**src/rtl/axi_cache_arbiter.sv**
```systemverilog
// Two-to-one AXI4 master arbiter: I-cache (read-only) and D-cache (read/write)
// share one external master port. One transaction in flight at a time; D-cache
// writebacks win over reads, and tied reads alternate round-robin.
module axi_cache_arbiter #(
    parameter int ADDR_W = 32,
    parameter int DATA_W = 64,
    parameter int ID_W   = 4,
    parameter int IC_ID  = 0,
    parameter int DC_ID  = 1,
    localparam int STRB_W = DATA_W / 8
) (
    input  logic              clock,
    input  logic              rst_n,
    // I-cache AR / R
    input  logic              ic_arvalid,
    output logic              ic_arready,
    input  logic [ADDR_W-1:0] ic_araddr,
    input  logic [7:0]        ic_arlen,
    input  logic [2:0]        ic_arsize,
    input  logic [1:0]        ic_arburst,
    output logic              ic_rvalid,
    input  logic              ic_rready,
    output logic [DATA_W-1:0] ic_rdata,
    output logic [1:0]        ic_rresp,
    output logic              ic_rlast,
    // D-cache AR / R
    input  logic              dc_arvalid,
    output logic              dc_arready,
    input  logic [ADDR_W-1:0] dc_araddr,
    input  logic [7:0]        dc_arlen,
    input  logic [2:0]        dc_arsize,
    input  logic [1:0]        dc_arburst,
    output logic              dc_rvalid,
    input  logic              dc_rready,
    output logic [DATA_W-1:0] dc_rdata,
    output logic [1:0]        dc_rresp,
    output logic              dc_rlast,
    // D-cache AW / W / B
    input  logic              dc_awvalid,
    output logic              dc_awready,
    input  logic [ADDR_W-1:0] dc_awaddr,
    input  logic [7:0]        dc_awlen,
    input  logic [2:0]        dc_awsize,
    input  logic [1:0]        dc_awburst,
    input  logic              dc_wvalid,
    output logic              dc_wready,
    input  logic [DATA_W-1:0] dc_wdata,
    input  logic [STRB_W-1:0] dc_wstrb,
    input  logic              dc_wlast,
    output logic              dc_bvalid,
    input  logic              dc_bready,
    output logic [1:0]        dc_bresp,
    // AXI4 master port
    output logic              m_awvalid,
    input  logic              m_awready,
    output logic [ID_W-1:0]   m_awid,
    output logic [ADDR_W-1:0] m_awaddr,
    output logic [7:0]        m_awlen,
    output logic [2:0]        m_awsize,
    output logic [1:0]        m_awburst,
    output logic              m_wvalid,
    input  logic              m_wready,
    output logic [DATA_W-1:0] m_wdata,
    output logic [STRB_W-1:0] m_wstrb,
    output logic              m_wlast,
    input  logic              m_bvalid,
    output logic              m_bready,
    input  logic [ID_W-1:0]   m_bid,
    input  logic [1:0]        m_bresp,
    output logic              m_arvalid,
    input  logic              m_arready,
    output logic [ID_W-1:0]   m_arid,
    output logic [ADDR_W-1:0] m_araddr,
    output logic [7:0]        m_arlen,
    output logic [2:0]        m_arsize,
    output logic [1:0]        m_arburst,
    input  logic              m_rvalid,
    output logic              m_rready,
    input  logic [ID_W-1:0]   m_rid,
    input  logic [DATA_W-1:0] m_rdata,
    input  logic [1:0]        m_rresp,
    input  logic              m_rlast
);

    typedef enum logic [2:0] {IDLE, I_AR, I_R, D_AR, D_R, D_AW, D_W, D_B} state_t;

    state_t state, state_nxt;
    logic   last_rd;   // 1: D-cache held the most recent read grant

    // Response IDs are not checked: only one transaction is ever outstanding.
    logic unused_ids;
    assign unused_ids = ^{m_rid, m_bid};

    // State register and round-robin memory; reset makes the I-cache win the first tie.
    always_ff @(posedge clock or negedge rst_n) begin
        if (!rst_n) begin
            state   <= IDLE;
            last_rd <= 1'b1;
        end else begin
            state <= state_nxt;
            if (state == IDLE && state_nxt == I_AR)
                last_rd <= 1'b0;
            else if (state == IDLE && state_nxt == D_AR)
                last_rd <= 1'b1;
        end
    end

    // Arbitration, next-state and owner-only channel routing; everything unrouted is 0.
    always_comb begin
        state_nxt  = state;
        m_awvalid  = 1'b0; m_awid  = '0; m_awaddr = '0; m_awlen = '0; m_awsize = '0; m_awburst = '0;
        m_wvalid   = 1'b0; m_wdata = '0; m_wstrb  = '0; m_wlast = 1'b0;
        m_bready   = 1'b0;
        m_arvalid  = 1'b0; m_arid  = '0; m_araddr = '0; m_arlen = '0; m_arsize = '0; m_arburst = '0;
        m_rready   = 1'b0;
        ic_arready = 1'b0; ic_rvalid = 1'b0; ic_rdata = '0; ic_rresp = '0; ic_rlast = 1'b0;
        dc_arready = 1'b0; dc_rvalid = 1'b0; dc_rdata = '0; dc_rresp = '0; dc_rlast = 1'b0;
        dc_awready = 1'b0; dc_wready = 1'b0; dc_bvalid = 1'b0; dc_bresp = '0;

        case (state)
            IDLE: begin
                if (dc_awvalid)
                    state_nxt = D_AW;
                else if (ic_arvalid && dc_arvalid)
                    state_nxt = last_rd ? I_AR : D_AR;
                else if (ic_arvalid)
                    state_nxt = I_AR;
                else if (dc_arvalid)
                    state_nxt = D_AR;
            end
            I_AR: begin
                m_arvalid  = ic_arvalid;
                m_arid     = ID_W'(IC_ID);
                m_araddr   = ic_araddr;
                m_arlen    = ic_arlen;
                m_arsize   = ic_arsize;
                m_arburst  = ic_arburst;
                ic_arready = m_arready;
                if (ic_arvalid && m_arready) state_nxt = I_R;
            end
            I_R: begin
                ic_rvalid = m_rvalid;
                ic_rdata  = m_rdata;
                ic_rresp  = m_rresp;
                ic_rlast  = m_rlast;
                m_rready  = ic_rready;
                if (m_rvalid && ic_rready && m_rlast) state_nxt = IDLE;
            end
            D_AR: begin
                m_arvalid  = dc_arvalid;
                m_arid     = ID_W'(DC_ID);
                m_araddr   = dc_araddr;
                m_arlen    = dc_arlen;
                m_arsize   = dc_arsize;
                m_arburst  = dc_arburst;
                dc_arready = m_arready;
                if (dc_arvalid && m_arready) state_nxt = D_R;
            end
            D_R: begin
                dc_rvalid = m_rvalid;
                dc_rdata  = m_rdata;
                dc_rresp  = m_rresp;
                dc_rlast  = m_rlast;
                m_rready  = dc_rready;
                if (m_rvalid && dc_rready && m_rlast) state_nxt = IDLE;
            end
            D_AW: begin
                m_awvalid  = dc_awvalid;
                m_awid     = ID_W'(DC_ID);
                m_awaddr   = dc_awaddr;
                m_awlen    = dc_awlen;
                m_awsize   = dc_awsize;
                m_awburst  = dc_awburst;
                dc_awready = m_awready;
                if (dc_awvalid && m_awready) state_nxt = D_W;
            end
            D_W: begin
                m_wvalid  = dc_wvalid;
                m_wdata   = dc_wdata;
                m_wstrb   = dc_wstrb;
                m_wlast   = dc_wlast;
                dc_wready = m_wready;
                if (dc_wvalid && m_wready && dc_wlast) state_nxt = D_B;
            end
            D_B: begin
                dc_bvalid = m_bvalid;
                dc_bresp  = m_bresp;
                m_bready  = dc_bready;
                if (m_bvalid && dc_bready) state_nxt = IDLE;
            end
        endcase
    end

endmodule

```
**config.mk**
```make
export PLATFORM = sky130hd
export DESIGN_NAME = axi_cache_arbiter
export DESIGN_NICKNAME = d
export VERILOG_FILES = /design/src/rtl/axi_cache_arbiter.sv
export SDC_FILE = /design/constraint.sdc
export NUM_CORES = 1
export LEC_CHECK = 0
export CAP_MARGIN = 20
export CORE_AREA = 2 2 239 241
export CTS_CLUSTER_SIZE = 16
export DETAILED_ROUTE_END_ITERATION = 12
export DIE_AREA = 0 0 241 243
export PLACE_DENSITY = 0.34
export REMOVE_ABC_BUFFERS = 1
export SLEW_MARGIN = 20
export SYNTH_ARGS = -nofsm -noshare
export SYNTH_HDL_FRONTEND = slang
export SYNTH_SLANG_ARGS = --single-unit
```
**constraint.sdc**
```tcl
create_clock -name clock -period 3.6 [get_ports clock]
set_clock_uncertainty 0.15 [all_clocks]
set_input_delay 1.08 -clock clock [delete_from_list [all_inputs] [get_ports clock]]
set_output_delay 1.08 -clock clock [all_outputs]
set_load 0.01 [all_outputs]
```
==> After elaboration in Yosys (flattened, before gate mapping) <==
Cells that the tools add are included.
{ "word_totals": {"ff_bits": 4, "inputBits": 299, "out_inout_bits": 319, "word_cells": 73} }
{ "classes": {"eq_ne": 9, "n_mux": 47, "n_reduce_logical": 15} }
{ "ops": {"columns": ["operator", "n"], "rows": [
  ["$mux 64", 3],
  ["$pmux 32 s2", 1],
  ["$mux 3", 12],
  ["$mux 32", 1],
  ["$pmux 3 s8", 1],
  ["$mux 1", 17],
  ["$mux 8", 2],
  ["$pmux 8 s2", 1],
  ["$logic_and 1x1->1", 13],
  ["$eq 3x3->1 const B", 4],
  ["$mux 2", 5],
  ["$eq 3x2->1 const B", 3],
  ["$eq 3x1->1 const B", 2],
  ["$pmux 3 s2", 1],
  ["$pmux 1 s2", 2],
  ["$pmux 2 s2", 1],
  ["$logic_not 3->1", 1],
  ["$reduce_bool 2->1", 1]
]} }

==> Depth between registers and ports, before layout <==
Gate-level depths: netlist of run 1.
{ "logic_depth": {"ltp_word": 9, "ltp_mapped": 5, "mapped_depth_nobuf": 3} }

==> Worst setup path before layout of run 1 <==
No wires, ideal clock.
{ "synth_timing": {"path_type": "input-to-output", "start": "input port ic_araddr[0]", "end": "output port m_araddr[0]", "arrival_time_ns": 1.302, "required_time_ns": 2.370, "slack_ns": 1.068, "cell_stages": 1, "n_path_buf": 0, "cell_sequence": "a22o_1"} }
{ "synth_via": {"elab_chain_cells": 1} }
{ "synth_lines": {"columns": ["element", "line", "rtl"], "rows": [
  ["start, declared", "17", "input logic [ADDR_W-1:0] ic_araddr,"],
  ["$pmux 32 s2", "120", "case (state)"],
  ["end, declared", "73", "output logic [ADDR_W-1:0] m_araddr,"]
]} }
Every way passes these cells.

==> Worst setup path after layout of run 1 <==
{ "layout_timing": {"start": "input port dc_araddr[15]", "end": "output port m_araddr[15]"} }
{ "layout_via": {"elab_chain_cells": 1} }
{ "layout_lines": {"columns": ["element", "line", "rtl"], "rows": [
  ["start, declared", "29", "input logic [ADDR_W-1:0] dc_araddr,"],
  ["$pmux 32 s2", "120", null]
]} }
Every way passes these cells.

==> metrics.md, run 1 <==
| Metric | Value |
|---|---|
| Row cnt | `87` |
| Synthesis-stage register bit count | `4` |
| Clock Sink Count | `4` |
| Clk pin slew, worst setup/hold paths | `0.03 ns` |
| 1st-iter DRT viols | `121` |
| R2r worst-path depth | `5` |
| Setup CP Type | `input port to output pin` |
| Initial Utilization | `0.0485` |
| Latest clock arrival within the worst-skew pair | `about 0.23 ns` |
| Utilization after layout | `0.175` |
| Crit-path cells | `clkdlybuf4s50_1 -> a22o_1 -> clkdlybuf4s50_1` |
| Post-Syn Area per Cell | `about 6.8 sq um` |
| Comb pwr share | `0.920` |
| Slowest-stage cell, CP | `clkdlybuf4s50_1` |
| Primary FF master, synth | `dfrtp_1` |
| Setup crit start kind | `input port` |
| Maxcap violations | `0` |
| H-tree depth | `1` |
| Mux contribution to synthesized area | `0` |
| Worst setup path startpoint | `dc_araddr[15]` |
| DRC Markers | `0` |
| Period utilization | `0.990` |
| PortBufs | `603` |
| Main combinational cell family by area after synthesis | `simple AND/OR/NAND/NOR gates` |
| Grt ovf | `0` |
| Top-count cell post-synth | `and2_1` |
| Synth Area in XOR/XNOR | `0` |
| Max Fanout on Critical Path | `1` |
| Sw power | `1630 uW` |
| Initial antenna violation count | `1` |
| Post-synthesis simple-gate area fraction | `0.679` |
| First-pass GRT wire length | `34.3 mm` |
| Clock power frac | `0.045` |
| Vias per cell | `2.87` |
| Leak Pwr | `between 0.003 and 0.004 uW` |
| Sw frac | `0.406` |
| Final Max Tran Viols | `0` |
| Synth warn | `0` |
| Pre-antenna DRT Iters | `4` |
| Total Wirelength | `approximately 26 mm` |
| RSZ-0062 raised after global routing | `false` |
| Most Frequent Cell on Critical Path | `clkdlybuf4s50_1` |
| Post-layout nets | `1288` |
| Reg2Reg Setup Slack | `1.83 ns` |
| Share of layout cells above drive strength 1 | `0.0374` |
| PwrDens | `409 mW/mm^2` |
| Die H | `243 um` |
| Final min period | `3.56 ns` |
| CTS root buf | `clkbuf_16` |
| Tot Pwr | `4010 uW` |
| Reg-to-reg endpoint | `state[0]` |
| Fillers | `approximately 6400` |
| HP Class | `flop to flop` |
| Data arrival time of the critical path | `2.33 ns` |
| RR Startpoint | `state[1]` |
| Max Root-Sink Buffers | `2` |
| Final hold slack | `0.375 ns` |
| Diode count | `0` |
| Synthesized instance count | `399` |
| P&R area growth vs syn | `261%` |
| GPL Wtd Cong | `~0.8` |
| Largest net degree at the start of global routing | `77` |
| DP HPWL | `22.5 mm` |
| Synth async-reset ratio | `1.00` |
| Part of the power in registers | `0.035` |
| Vias in the first global route | `between 4000 and 5000` |
| Main area contributors after synthesis | `and2_1 (61%), a22o_1 (15%), buf_4 (3.0%), dfrtp_1 (2.8%), clkbuf_2 (2.0%)` |
| Worst vdd ir | `198 uV` |
| Die Width | `241 um` |
| Synth Area in Compound Gates | `0.181` |
| Int Pwr | `about 2400 uW` |
| Largest stage delay on the critical path | `0.57 ns` |
| TritonCTS buffer count | `3` |
| Crit end category | `output pin` |
| Core area | `~0.056 sq mm` |
| Max Clk Rate | `roughly 280 MHz` |
| Area share of the largest cell type after synthesis | `0.608` |
| Hold_buf cts | `0` |
| Run status | `finished clean` |
| Die area | `just under 0.06 sq mm` |
| Seq/Total Area, Yosys | `0.0373` |
| Post-synth EDFFs | `0` |
| PostCTS Resize Cnt | `2` |
| Adder-cell share of the synthesized area | `0` |
| Area of the multi-input gates | `0.00237 sq mm` |
| Endpoints failing setup | `0` |
| Antenna-violating nets left | `0` |
| Buffer count from post-CTS setup fixing | `0` |
| Synth area leader | `and2_1` |
| Final Hold Fails | `0` |
| FF+latch area | `104 sq um` |
| Synth unique cells | `30` |
| Setup TNS | `0 ns` |
| Total GRT Usage | `0.0808` |
| CTS tree | `yes` |
| Routed length per instance | `14.8 um` |
| Mapped cell area | `0.00272 sq mm` |
| Critical path required time | `2.37 ns` |
| # IOs | `618` |
| Top cells by count, synth | `and2_1 (264), a22o_1 (47), clkbuf_1 (12)` |
| Vias | `approximately 5000` |
| Worst setup path end | `m_araddr[15]` |
final cells by class:
class | count | area share
tap | 756 | 0.0965
timing repair buffer | 627 | 0.643
sequential | 4 | 0.0106
multi-input combinational | 353 | 0.242
clock buffer | 4 | 0.00804
flip-flops by register name, indices dropped and copies added (netlist names):
signal   count
state        3
last_rd      1
worst min-delay path by stage:
stage,to,cells past startpoint,from
2_1_floorplan,last_rd,2,last_rd
3_3_place_gp,last_rd,2,last_rd
3_5_place_dp,last_rd,2,last_rd
4_1_cts,last_rd,2,last_rd
5_1_grt,last_rd,2,last_rd
6_report,last_rd,2,last_rd
power groups by stage:
stage,Sequential [uW],Combinational [uW],Clock [uW]
floorplan,130,1340,0
global placement,138,3820,0
detailed placement,137,3770,0
CTS,138,3790,184
global route,146,3960,188
finish,139,3690,181
critical path, delay by kind of cell:
kind | cells | cell delay [ns]
buffers and inverters | 2 | 1.11
AOI/OAI and AO/OA | 1 | 0.15
per-layer routing:
layer	wire length [um]	part of all wire	global-route usage	vias up
li1	-	-	-	2465
met1	9680	0.37	0.0866	2207
met2	13500	0.52	0.156	311
met3	2440	0.094	0.0229	12
met4	232	0.0090	0.0140	2
met5	12	0.00046	0	-
through the flow:
stage / instance area (sq um) / instances / worst slack, ns
6_report: 9800 / 1744 / 0.0358
5_1_grt: 9800 / 1744 / 0.0134
4_1_cts: 9800 / 1744 / 0.00374
3_5_place_dp: 9720 / 1740 / -0.0160
3_3_place_gp: 9720 / 1740 / -0.00352
2_1_floorplan: 2460 / 357 / -0.0698
logic make-up after synthesis:
family,after synthesis
AND/OR/NAND/NOR,289
AO/OA/AOI/OAI,58
buffers and inverters,47
flip-flops,4
other,1
cells in the final DEF, fill, tap and decap left out:
cell type          n
a211o_1            1
a21boi_0           1
a21oi_1            2
a22o_1            47
a22oi_1            1
a22oi_2            1
a31oi_1            2
a32oi_1            2
and2_1           264
and3_1             2
and3b_1            2
and3b_2            2
and4b_1            1
buf_12             7
buf_4             17
clkbuf_1           1
clkbuf_16          3
clkdlybuf4s50_1  599
conb_1             6
dfrtp_1            1
dfrtp_2            2
dfstp_2            1
dlygate4sd2_1      2
dlymetal6s2s_1     2
nand2_1            5
nand3_1            5
nand4_1            1
nor2_1             1
nor2b_1            1
nor3_1             1
nor3b_4            3
nor4_4             1
o21ai_0            1
(Power assumes the default switching activity.)
==> run 2: changes to the inputs <==
- GPL_TIMING_DRIVEN: default -> 0
==> run 2 against run 1 <==
Compared with the run above:
- setup slack lost 0.0063 ns
- flip-flop and latch count is the same
- non-clock buffer count grew 9
- utilization grew 0.24 points
- first-iteration DRC count grew 20%
- global-route usage grew 0.46 points
- sequential share of layout area is essentially flat
- critical endpoint is now m_araddr[17]
- largest cell class unchanged
==> metrics.md, run 2 (synthesized netlist as in run 1, its figures left out) <==
| Metric | Value |
|---|---|
| Core area | `0.0560 sq mm` |
| Post-layout nets | `between 1000 and 1500` |
| Grt ovf | `0` |
| Period utilization | `0.992` |
| Run status | `finished clean` |
| Share of layout cells above drive strength 1 | `0.0511` |
| Leak Pwr | `~0.0037 uW` |
| Largest stage delay on the critical path | `between 0.5 and 0.6 ns` |
| Row cnt | `87` |
| Critical path buffers and inverters | `2` |
| Final min period | `3.57 ns` |
| Die H | `243 um` |
| Setup CP Type | `input port to output pin` |
| DRC Markers | `0` |
| Fin area | `0.00994 sq mm` |
| Slowest-stage cell, CP | `clkdlybuf4s50_1` |
| Initial antenna violation count | `2` |
| Worst vdd ir | `174 uV` |
| CTS tree | `yes` |
| PwrDens | `around 430 mW/mm^2` |
| Largest net degree at the start of global routing | `a little under 50` |
| Antenna-violating nets left | `0` |
| Total Wirelength | `27.4 mm` |
| Latest clock arrival within the worst-skew pair | `0.22 ns` |
| Largest register FFs | `3` |
| Reg2Reg Setup Slack | `1.77 ns` |
| Endpoints failing setup | `0` |
| Worst Hold End | `last_rd` |
| Setup crit start kind | `input port` |
| R2r worst-path depth | `5` |
| Pre-antenna DRT Iters | `4` |
| 1st-iter DRT viols | `145` |
| CTS root buf | `clkbuf_16` |
| Die Width | `241 um` |
| Vias | `between 5000 and 6000` |
| Final Hold Fails | `0` |
| Vias per cell | `2.88` |
| RR Startpoint | `state[0]` |
| Clk pin slew, worst setup/hold paths | `0.03 ns` |
| Hold_buf cts | `0` |
| GPL Wtd Cong | `0.818` |
| PortBufs | `603` |
| Most Frequent Cell on Critical Path | `clkdlybuf4s50_1` |
| Crit end category | `output pin` |
| Max Root-Sink Buffers | `2` |
| Max Clk Rate | `280 MHz` |
| Commonest cells after routing, fill and taps aside | `clkdlybuf4s50_1 (580), and2_1 (264), a22o_1 (47), buf_4 (17), dlygate4sd2_1 (14)` |
| TritonCTS buffer count | `3` |
| HP Class | `flop to flop` |
| Crit-path cells | `clkdlybuf4s50_1 -> a22o_1 -> clkdlybuf4s50_1` |
| Vias in the first global route | `around 5000` |
| Final hold slack | `0.378 ns` |
| Fillers | `6401` |
| P&R area growth vs syn | `266%` |
| H-tree depth | `1` |
| Min-Delay Path Depth | `2` |
| Final Max Tran Viols | `0` |
| Clock Sink Count | `4` |
| Largest regs | `state x3, last_rd x1` |
| Hold_sp | `last_rd` |
| Reg with most FFs | `state` |
| First-pass GRT wire length | `between 30 and 40 mm` |
| Data arrival time of the critical path | `2.34 ns` |
| Die area | `0.0586 sq mm` |
| # IOs | `roughly 620` |
| Initial Utilization | `0.0485` |
| Most common cell after layout, fill and taps aside | `clkdlybuf4s50_1` |
| Tot Pwr | `4280 uW` |
| DP HPWL | `23.3 mm` |
| WP depth | `3` |
| Reg-to-reg endpoint | `last_rd` |
| Worst path top cell family by delay | `buffers and inverters` |
| Max Fanout on Critical Path | `1` |
| Routed length per instance | `15.6 um` |
| Maxcap violations | `0` |
| Critical path required time | `2.37 ns` |
| Total GRT Usage | `0.0853` |
| Placed cell area | `0.00965 sq mm` |
==> run 2: cell count changes in the layout (fill, tap and decap cells not counted), sizes merged <==
cell,delta
dlymetal6s2s,+6
buf,+8
and3b,+2
dlygate4sd2,+12
clkdlybuf4s50,-19
clkbuf,+2
diode,+1
==> run 2: worst max path at each step <==
stage                  start            to  slack (ns)
6_report       ic_araddr[17]  m_araddr[17]        0.03
5_1_grt             state[2]    m_arlen[6]       -0.01
4_1_cts             state[0]  m_araddr[13]       0.003
3_5_place_dp      ic_arvalid     m_arvalid       -0.28
3_3_place_gp        state[0]   m_arsize[1]       -2.10
2_1_floorplan       state[0]   m_araddr[0]       -0.07
==> run 2: metrics by stage <==
stage	setup slack, ns	utilization	TNS (ns)	std cells
after floorplan	-0.0698	-	-3.23	357
after global placement	-2.10	0.169	-351.25	1716
after detailed placement	-0.284	0.172	-11.08	1729
after CTS	0.00303	0.176	0	1745
after global routing	-0.0133	0.178	-0.0230	1756
final	0.0295	0.178	0	1756
==> run 2: cell type report <==
type / count / area [sq um] / share of cell area
timing repair buffer: 636 / 6410 / 0.645
multi-input combinational: 355 / 2400 / 0.241
tap: 756 / 946 / 0.0952
sequential: 4 / 110 / 0.0111
clock buffer: 4 / 78.8 / 0.00793
antenna: 1 / 2.50 / 0.000252
==> run 2: worst min-delay path, cell delays in order (launching register included) <==
cell	delay [ns]
dfstp_2	0.36
a21oi_1	0.10
a31oi_1	0.05
==> run 2: where the power goes <==
part | leakage, uW | total (uW) | switching, uW | internal, uW
sequential | 0.0000432 | 134 | 52.2 | 81.8
combinational | 0.00366 | 3970 | 1660 | 2310
clock | 0.0000382 | 177 | 30.5 | 146
==> run 2: per-layer routing <==
layer  vias to the layer above  routed length, um  global-route usage
li1                       2489                  -                   -
met1                      2221              10200              0.0883
met2                       325              14500               0.169
met3                        16               2270              0.0204
met4                         2                418              0.0200
met5                         -                 13                   0
==> run 2: what timing repair did <==
item	4_1_cts	5_1_grt
setup endpoints to repair	232	81
resized for setup	27	13
buffers inserted	9	10
gates cloned	3	0
pin swaps	1	2
